$ cat src/rtl/wbu_if.sv
// Write-back stage bus: memory-stage inputs,
// decode read ports, commit/halt status.
interface wbu_if #(
  parameter int XLEN = 64,
  parameter int AW   = 5
);
  logic            instr_valid;
  logic            mmu_valid;
  logic            mmu_wb_en;
  logic [AW-1:0]   mmu_index_rd;
  logic [XLEN-1:0] mmu_wb_data;
  logic            mmu_ebreak_en;
  logic [XLEN-1:0] mmu_pc;
  logic [31:0]     mmu_instr;
  logic [AW-1:0]   rs1_addr;
  logic [AW-1:0]   rs2_addr;
  logic [XLEN-1:0] rs1_data;
  logic [XLEN-1:0] rs2_data;
  logic            commit_valid;
  logic [XLEN-1:0] commit_pc;
  logic [31:0]     commit_instr;
  logic [XLEN-1:0] retire_cnt;
  logic [XLEN-1:0] cycle_cnt;
  logic            halt;
  logic [XLEN-1:0] exit_code;

  modport master (
    output instr_valid, mmu_valid, mmu_wb_en,
    output mmu_index_rd, mmu_wb_data,
    output mmu_ebreak_en, mmu_pc, mmu_instr,
    output rs1_addr, rs2_addr,
    input  rs1_data, rs2_data,
    input  commit_valid, commit_pc, commit_instr,
    input  retire_cnt, cycle_cnt, halt, exit_code
  );

  modport slave (
    input  instr_valid, mmu_valid, mmu_wb_en,
    input  mmu_index_rd, mmu_wb_data,
    input  mmu_ebreak_en, mmu_pc, mmu_instr,
    input  rs1_addr, rs2_addr,
    output rs1_data, rs2_data,
    output commit_valid, commit_pc, commit_instr,
    output retire_cnt, cycle_cnt, halt, exit_code
  );
endinterface

$ cat src/rtl/wbu.sv
// Write-back stage: integer register file,
// bypassed reads, commit info, ebreak halt.
module wbu #(
  parameter int XLEN = 64,
  parameter int NREG = 32
) (
  input logic   clk,
  input logic   rstn,
  wbu_if.slave  bus
);
  localparam int AW = $clog2(NREG);
  localparam logic [AW-1:0] A0 = AW'(10);

  typedef enum logic {
    RUN,
    HALT
  } state_t;

  state_t          state;
  state_t          state_nxt;
  logic            run;
  logic            fire;
  logic            wen;
  logic [XLEN-1:0] a0_byp;
  logic [XLEN-1:0] regs [NREG];

  assign run  = (state == RUN);
  assign fire = bus.instr_valid & bus.mmu_valid & run;
  assign wen  = fire & bus.mmu_wb_en
              & (bus.mmu_index_rd != '0);
  assign bus.halt = (state == HALT);

  // State register
  always_ff @(posedge clk) begin
    if (!rstn) state <= RUN;
    else       state <= state_nxt;
  end

  // Next state: ebreak retirement halts for good
  always_comb begin
    state_nxt = state;
    unique case (state)
      RUN:  if (fire && bus.mmu_ebreak_en)
              state_nxt = HALT;
      HALT: state_nxt = HALT;
      default: state_nxt = RUN;
    endcase
  end

  // Register file; entry 0 never written
  always_ff @(posedge clk) begin
    if (!rstn) begin
      for (int i = 0; i < NREG; i++)
        regs[i] <= '0;
    end else if (wen) begin
      regs[bus.mmu_index_rd] <= bus.mmu_wb_data;
    end
  end

  // Read port 1: x0, then write-first bypass
  always_comb begin
    bus.rs1_data = '0;
    if (bus.rs1_addr == '0)
      bus.rs1_data = '0;
    else if (wen && bus.rs1_addr == bus.mmu_index_rd)
      bus.rs1_data = bus.mmu_wb_data;
    else
      bus.rs1_data = regs[bus.rs1_addr];
  end

  // Read port 2: same priority as port 1
  always_comb begin
    bus.rs2_data = '0;
    if (bus.rs2_addr == '0)
      bus.rs2_data = '0;
    else if (wen && bus.rs2_addr == bus.mmu_index_rd)
      bus.rs2_data = bus.mmu_wb_data;
    else
      bus.rs2_data = regs[bus.rs2_addr];
  end

  // a0 as seen this cycle, for the exit code
  always_comb begin
    a0_byp = regs[A0];
    if (wen && bus.mmu_index_rd == A0)
      a0_byp = bus.mmu_wb_data;
  end

  // Commit record of the last retirement
  always_ff @(posedge clk) begin
    if (!rstn) begin
      bus.commit_valid <= 1'b0;
      bus.commit_pc    <= '0;
      bus.commit_instr <= '0;
    end else begin
      bus.commit_valid <= fire;
      if (fire) begin
        bus.commit_pc    <= bus.mmu_pc;
        bus.commit_instr <= bus.mmu_instr;
      end
    end
  end

  // Retire and cycle counters, frozen in HALT
  always_ff @(posedge clk) begin
    if (!rstn) begin
      bus.retire_cnt <= '0;
      bus.cycle_cnt  <= '0;
    end else begin
      if (fire) bus.retire_cnt <= bus.retire_cnt + 1'b1;
      if (run)  bus.cycle_cnt  <= bus.cycle_cnt + 1'b1;
    end
  end

  // Exit code captured on the halting edge
  always_ff @(posedge clk) begin
    if (!rstn)
      bus.exit_code <= '0;
    else if (fire && bus.mmu_ebreak_en)
      bus.exit_code <= a0_byp;
  end
endmodule

$ cat src/flat_wrapper.sv
// flat-port wrapper written by rule: the top's interface ports become plain ports
module wbu_flat 
#(
  parameter int XLEN = 64,
  parameter int NREG = 32
)
  (clk, rstn, bus_instr_valid, bus_mmu_valid, bus_mmu_wb_en, bus_mmu_index_rd, bus_mmu_wb_data, bus_mmu_ebreak_en, bus_mmu_pc, bus_mmu_instr, bus_rs1_addr, bus_rs2_addr, bus_rs1_data, bus_rs2_data, bus_commit_valid, bus_commit_pc, bus_commit_instr, bus_retire_cnt, bus_cycle_cnt, bus_halt, bus_exit_code);
  wbu_if #(.XLEN(XLEN), .AW(5)) bus_i ();
  input logic clk;
  input logic rstn;
  input wire logic [$bits(bus_i.instr_valid)-1:0] bus_instr_valid;
  input wire logic [$bits(bus_i.mmu_valid)-1:0] bus_mmu_valid;
  input wire logic [$bits(bus_i.mmu_wb_en)-1:0] bus_mmu_wb_en;
  input wire logic [$bits(bus_i.mmu_index_rd)-1:0] bus_mmu_index_rd;
  input wire logic [$bits(bus_i.mmu_wb_data)-1:0] bus_mmu_wb_data;
  input wire logic [$bits(bus_i.mmu_ebreak_en)-1:0] bus_mmu_ebreak_en;
  input wire logic [$bits(bus_i.mmu_pc)-1:0] bus_mmu_pc;
  input wire logic [$bits(bus_i.mmu_instr)-1:0] bus_mmu_instr;
  input wire logic [$bits(bus_i.rs1_addr)-1:0] bus_rs1_addr;
  input wire logic [$bits(bus_i.rs2_addr)-1:0] bus_rs2_addr;
  output wire logic [$bits(bus_i.rs1_data)-1:0] bus_rs1_data;
  output wire logic [$bits(bus_i.rs2_data)-1:0] bus_rs2_data;
  output wire logic [$bits(bus_i.commit_valid)-1:0] bus_commit_valid;
  output wire logic [$bits(bus_i.commit_pc)-1:0] bus_commit_pc;
  output wire logic [$bits(bus_i.commit_instr)-1:0] bus_commit_instr;
  output wire logic [$bits(bus_i.retire_cnt)-1:0] bus_retire_cnt;
  output wire logic [$bits(bus_i.cycle_cnt)-1:0] bus_cycle_cnt;
  output wire logic [$bits(bus_i.halt)-1:0] bus_halt;
  output wire logic [$bits(bus_i.exit_code)-1:0] bus_exit_code;
  assign bus_i.instr_valid = bus_instr_valid;
  assign bus_i.mmu_valid = bus_mmu_valid;
  assign bus_i.mmu_wb_en = bus_mmu_wb_en;
  assign bus_i.mmu_index_rd = bus_mmu_index_rd;
  assign bus_i.mmu_wb_data = bus_mmu_wb_data;
  assign bus_i.mmu_ebreak_en = bus_mmu_ebreak_en;
  assign bus_i.mmu_pc = bus_mmu_pc;
  assign bus_i.mmu_instr = bus_mmu_instr;
  assign bus_i.rs1_addr = bus_rs1_addr;
  assign bus_i.rs2_addr = bus_rs2_addr;
  assign bus_rs1_data = bus_i.rs1_data;
  assign bus_rs2_data = bus_i.rs2_data;
  assign bus_commit_valid = bus_i.commit_valid;
  assign bus_commit_pc = bus_i.commit_pc;
  assign bus_commit_instr = bus_i.commit_instr;
  assign bus_retire_cnt = bus_i.retire_cnt;
  assign bus_cycle_cnt = bus_i.cycle_cnt;
  assign bus_halt = bus_i.halt;
  assign bus_exit_code = bus_i.exit_code;
  wbu #(.XLEN(XLEN), .NREG(NREG)) u_core (.clk(clk), .rstn(rstn), .bus(bus_i));
endmodule
$ cat config.mk
export PLATFORM = sky130hd
export DESIGN_NAME = wbu_flat
export DESIGN_NICKNAME = d
export VERILOG_FILES = /design/src/rtl/wbu_if.sv /design/src/rtl/wbu.sv /design/src/flat_wrapper.sv
export SDC_FILE = /design/constraint.sdc
export NUM_CORES = 2
export LEC_CHECK = 0
export CORE_AREA = 2 2 656 658
export CTS_CLUSTER_DIAMETER = 100
export DETAILED_ROUTE_END_ITERATION = 6
export DIE_AREA = 0 0 658 660
export DONT_BUFFER_PORTS = 1
export MAX_ROUTING_LAYER = met4
export SKIP_LAST_GASP = 1
export SLEW_MARGIN = 20
export SYNTH_ARGS = -nofsm -noshare
export SYNTH_HDL_FRONTEND = slang
export SYNTH_SLANG_ARGS = --single-unit
$ cat constraint.sdc
create_clock -name clk -period 23.7 [get_ports clk]
set_clock_uncertainty 0.2 [all_clocks]
set_input_delay 4.74 -clock clk [delete_from_list [all_inputs] [get_ports clk]]
set_output_delay 4.74 -clock clk [all_outputs]
set_load 0.01 [all_outputs]
==> reports/metrics.csv <==
stage,metric,value,unit
worst_setup_path,crit_path_end_kind,output pin,
clock_tree,cts_resized,0,
flow_run,max_cap_viol_count,0,
worst_setup_path,start_kind,input port,
clock_tree,path_clk_slew,0.06,ns
die,start_util,0.279,
die,dieArea,434000,um2
synthesis,yosysUniqueCellTypes,68,
clock_tree,cts.sinks,2338,
clock_tree,clock_path_buffers,4,
die,row_count,240,
timing,tightestPinTransition,1.73,ns
synthesis,syn_inst,8357,
placement,port_buffers,0,
status,violations,"DRC, slew limit",
timing,slew_violations,138,
global_route,grt_start_max_net_pins,516,
synthesis,ys.flop_type,edfxtp_1,
timing,relSlewSlack,-0.150,
placement,dpl.hpwl,284000,um
cells_and_area,syn_to_final_growth,12.3,%
power,power_frac_comb,0.092,
hold_path,min_path_cells,2,
clock_tree,cts_buffers,245,
synthesis,yosys_warnings,0,
worst_setup_path,crit_fanout,106,
global_route,grt_pass1_wl,674000,um
power,p_switching,2.42,mW
die,fp.dieW,658,um
global_route,grtUsageTotal,0.228,
power,p_leak,46.5,nW
placement,finalWeightedCongestion,0.943,
status,status,"finished, violations left",
power,internal_power,7.17,mW
clock_tree,root_buffer,clkbuf_16,
worst_setup_path,crit_type,in -> out,
clock_tree,insertion_delay,0.94,ns
timing,fin_crit_sh,0.614,
cells_and_area,most-common-layout-cells,"edfxtp_1 (2048), and2_1 (1924), mux4_2 (1026)",
timing,final.setup.tns,0,ns
hold_path,hold_path.class,reg -> reg,
worst_setup_path,cp.required,18.76,ns
clock_tree,holdBufCountCts,0,
cells_and_area,layout.cells.non_filler,13900,
timing,fin_ws,9.16,ns
timing,rsz0062_at_grt,no,
power,p_per_area,71.7,nW/um2
power,vdd_drop_max,0.0000733,V
die,core-area,427000,um2
synthesis,ys_seq_area_frac,0.564,
drt,remaining_drc_errors,2,
placement,dp.cells,13400,
cells_and_area,drive_gt1_frac,0.210,
timing,period_needed,14.54,ns
power,switching_share,0.253,
die,pin_count,599,
worst_setup_path,cp.arrival,9.60,ns
global_route,antenna_found_initial,51,
cells_and_area,mostFrequentLayoutCell,edfxtp_1,
timing,hold_viol,0,
synthesis,syn-cell-area,119000,um2
drt,routed_wl,499000,um
cells_and_area,seq_area,67300,um2
power,clkPwrFrac,0.422,
cells_and_area,final_nets,8166,
die,die_h,660,um
timing,fmax,0.0688,GHz
worst_setup_path,reg2reg_depth,7,
timing,setup_viol,0,
clock_tree,h-tree-depth,4,
drt,ant_nets,0,
power,total_power,9.60,mW
drt,vias_per_cell,5.99,
cells_and_area,post-route-util,0.314,
clock_tree,cts_tree,built,
cells_and_area,multi_input_area,49300,um2
synthesis,syn_avg_cell_area,14.3,um2
power,pwr-share-seq,0.486,
clock_tree,cts_setup_buffers,0,
synthesis,ys_seq_elements,2338,
synthesis,synth_edf_count,2048,
drt,routedWlPerCell,35.8,um
cells_and_area,nFillCells,41400,
drt,drt-pass1-iter-count,7,
drt,vias,83500,
placement,place_ws,10.41,ns
drt,drt-initial-drc-count,15000,
global_route,grt_pass1_vias,80700,
synthesis,synthArstFlopShare,0,
global_route,grt-ovfl-total,0,
cell type report:
class | instances | area share
sequential | 2338 | 0.503
multi-input combinational | 5186 | 0.368
tap | 5687 | 0.0531
clock buffer | 315 | 0.0504
timing repair buffer | 192 | 0.0132
clock inverter | 144 | 0.0109
antenna | 61 | 0.00114
inverter | 20 | 0.000617
per-layer routing:
layer	vias to the layer above	track usage	part of all wire
li1	31500	-	-
met1	42900	0.267	0.33
met2	7362	0.341	0.45
met3	1750	0.0705	0.14
met4	0	0.143	0.077
met5	-	-	0
Yosys cell counts (112+ instances only):
cell type  instances  area share
edfxtp_1        2048        0.52
and2_1          1928        0.10
mux4_2          1026        0.19
clkbuf_1         674       0.021
a21oi_1          385       0.016
o22ai_1          315       0.017
dfxtp_1          290       0.049
nand2_1          278      0.0088
o21ai_0          177      0.0074
mux2i_1          131       0.011
buf_2            128      0.0054
nor2_1           112      0.0035
worst max-delay path, cell delays in order:
cell and delay, ns:
buf_16 0.54, buf_16 0.59, buf_16 0.60, buf_16 0.62, mux4_2 0.38, o22ai_1 0.11
nor4_2 1.02, a22o_1 0.49
cell families after synthesis:
kind of cell	synth area share
simple gates	0.139
fa+ha+maj	0.000210
flops	0.564
xor+xnor	0.00426
buf+inv	0.0308
other cells	0.0000314
mux	0.205
compound gates	0.0562
per-stage QoR:
step	area (um2)	hold WS [ns]
after CTS	133000	0.307
after detailed placement	125000	0.298
after floorplan	119000	0.281
after global routing	134000	0.324
final	134000	0.309
after global placement	125000	0.298
state kept, by name, summed over array words and instances, names as in the netlist:
name                     flops
u_core.bus.commit_instr     32
u_core.bus.commit_pc        64
u_core.bus.commit_valid      1
u_core.bus.cycle_cnt        64
u_core.bus.exit_code        64
u_core.bus.halt              1
u_core.bus.retire_cnt       64
u_core.regs               2048
path summary, 6_finish.rpt:
path | from | endpoint | slack [ns]
max | bus_rs1_addr[0] | bus_rs1_data[15] | 9.16
max reg2reg | u_core.bus.halt$_SDFF_PN0_ | u_core.regs[8][54]$_SDFFCE_PN0P_ | 18.73
min | u_core.bus.commit_pc[42]$_SDFFE_PN0N_ | u_core.bus.commit_pc[42]$_SDFFE_PN0N_ | 0.31
min reg2reg | u_core.bus.commit_pc[42]$_SDFFE_PN0N_ | u_core.bus.commit_pc[42]$_SDFFE_PN0N_ | 0.31
power by group through the flow:
stage	sequential [mW]	clock (mW)	combinational (mW)
after floorplan	4.74	0	0.555
after global placement	4.74	0	0.759
after detailed placement	4.75	0	0.764
after CTS	4.66	4.05	0.767
after global routing	4.67	4.21	0.887
final	4.66	4.05	0.884
(Power assumes the default switching activity.)
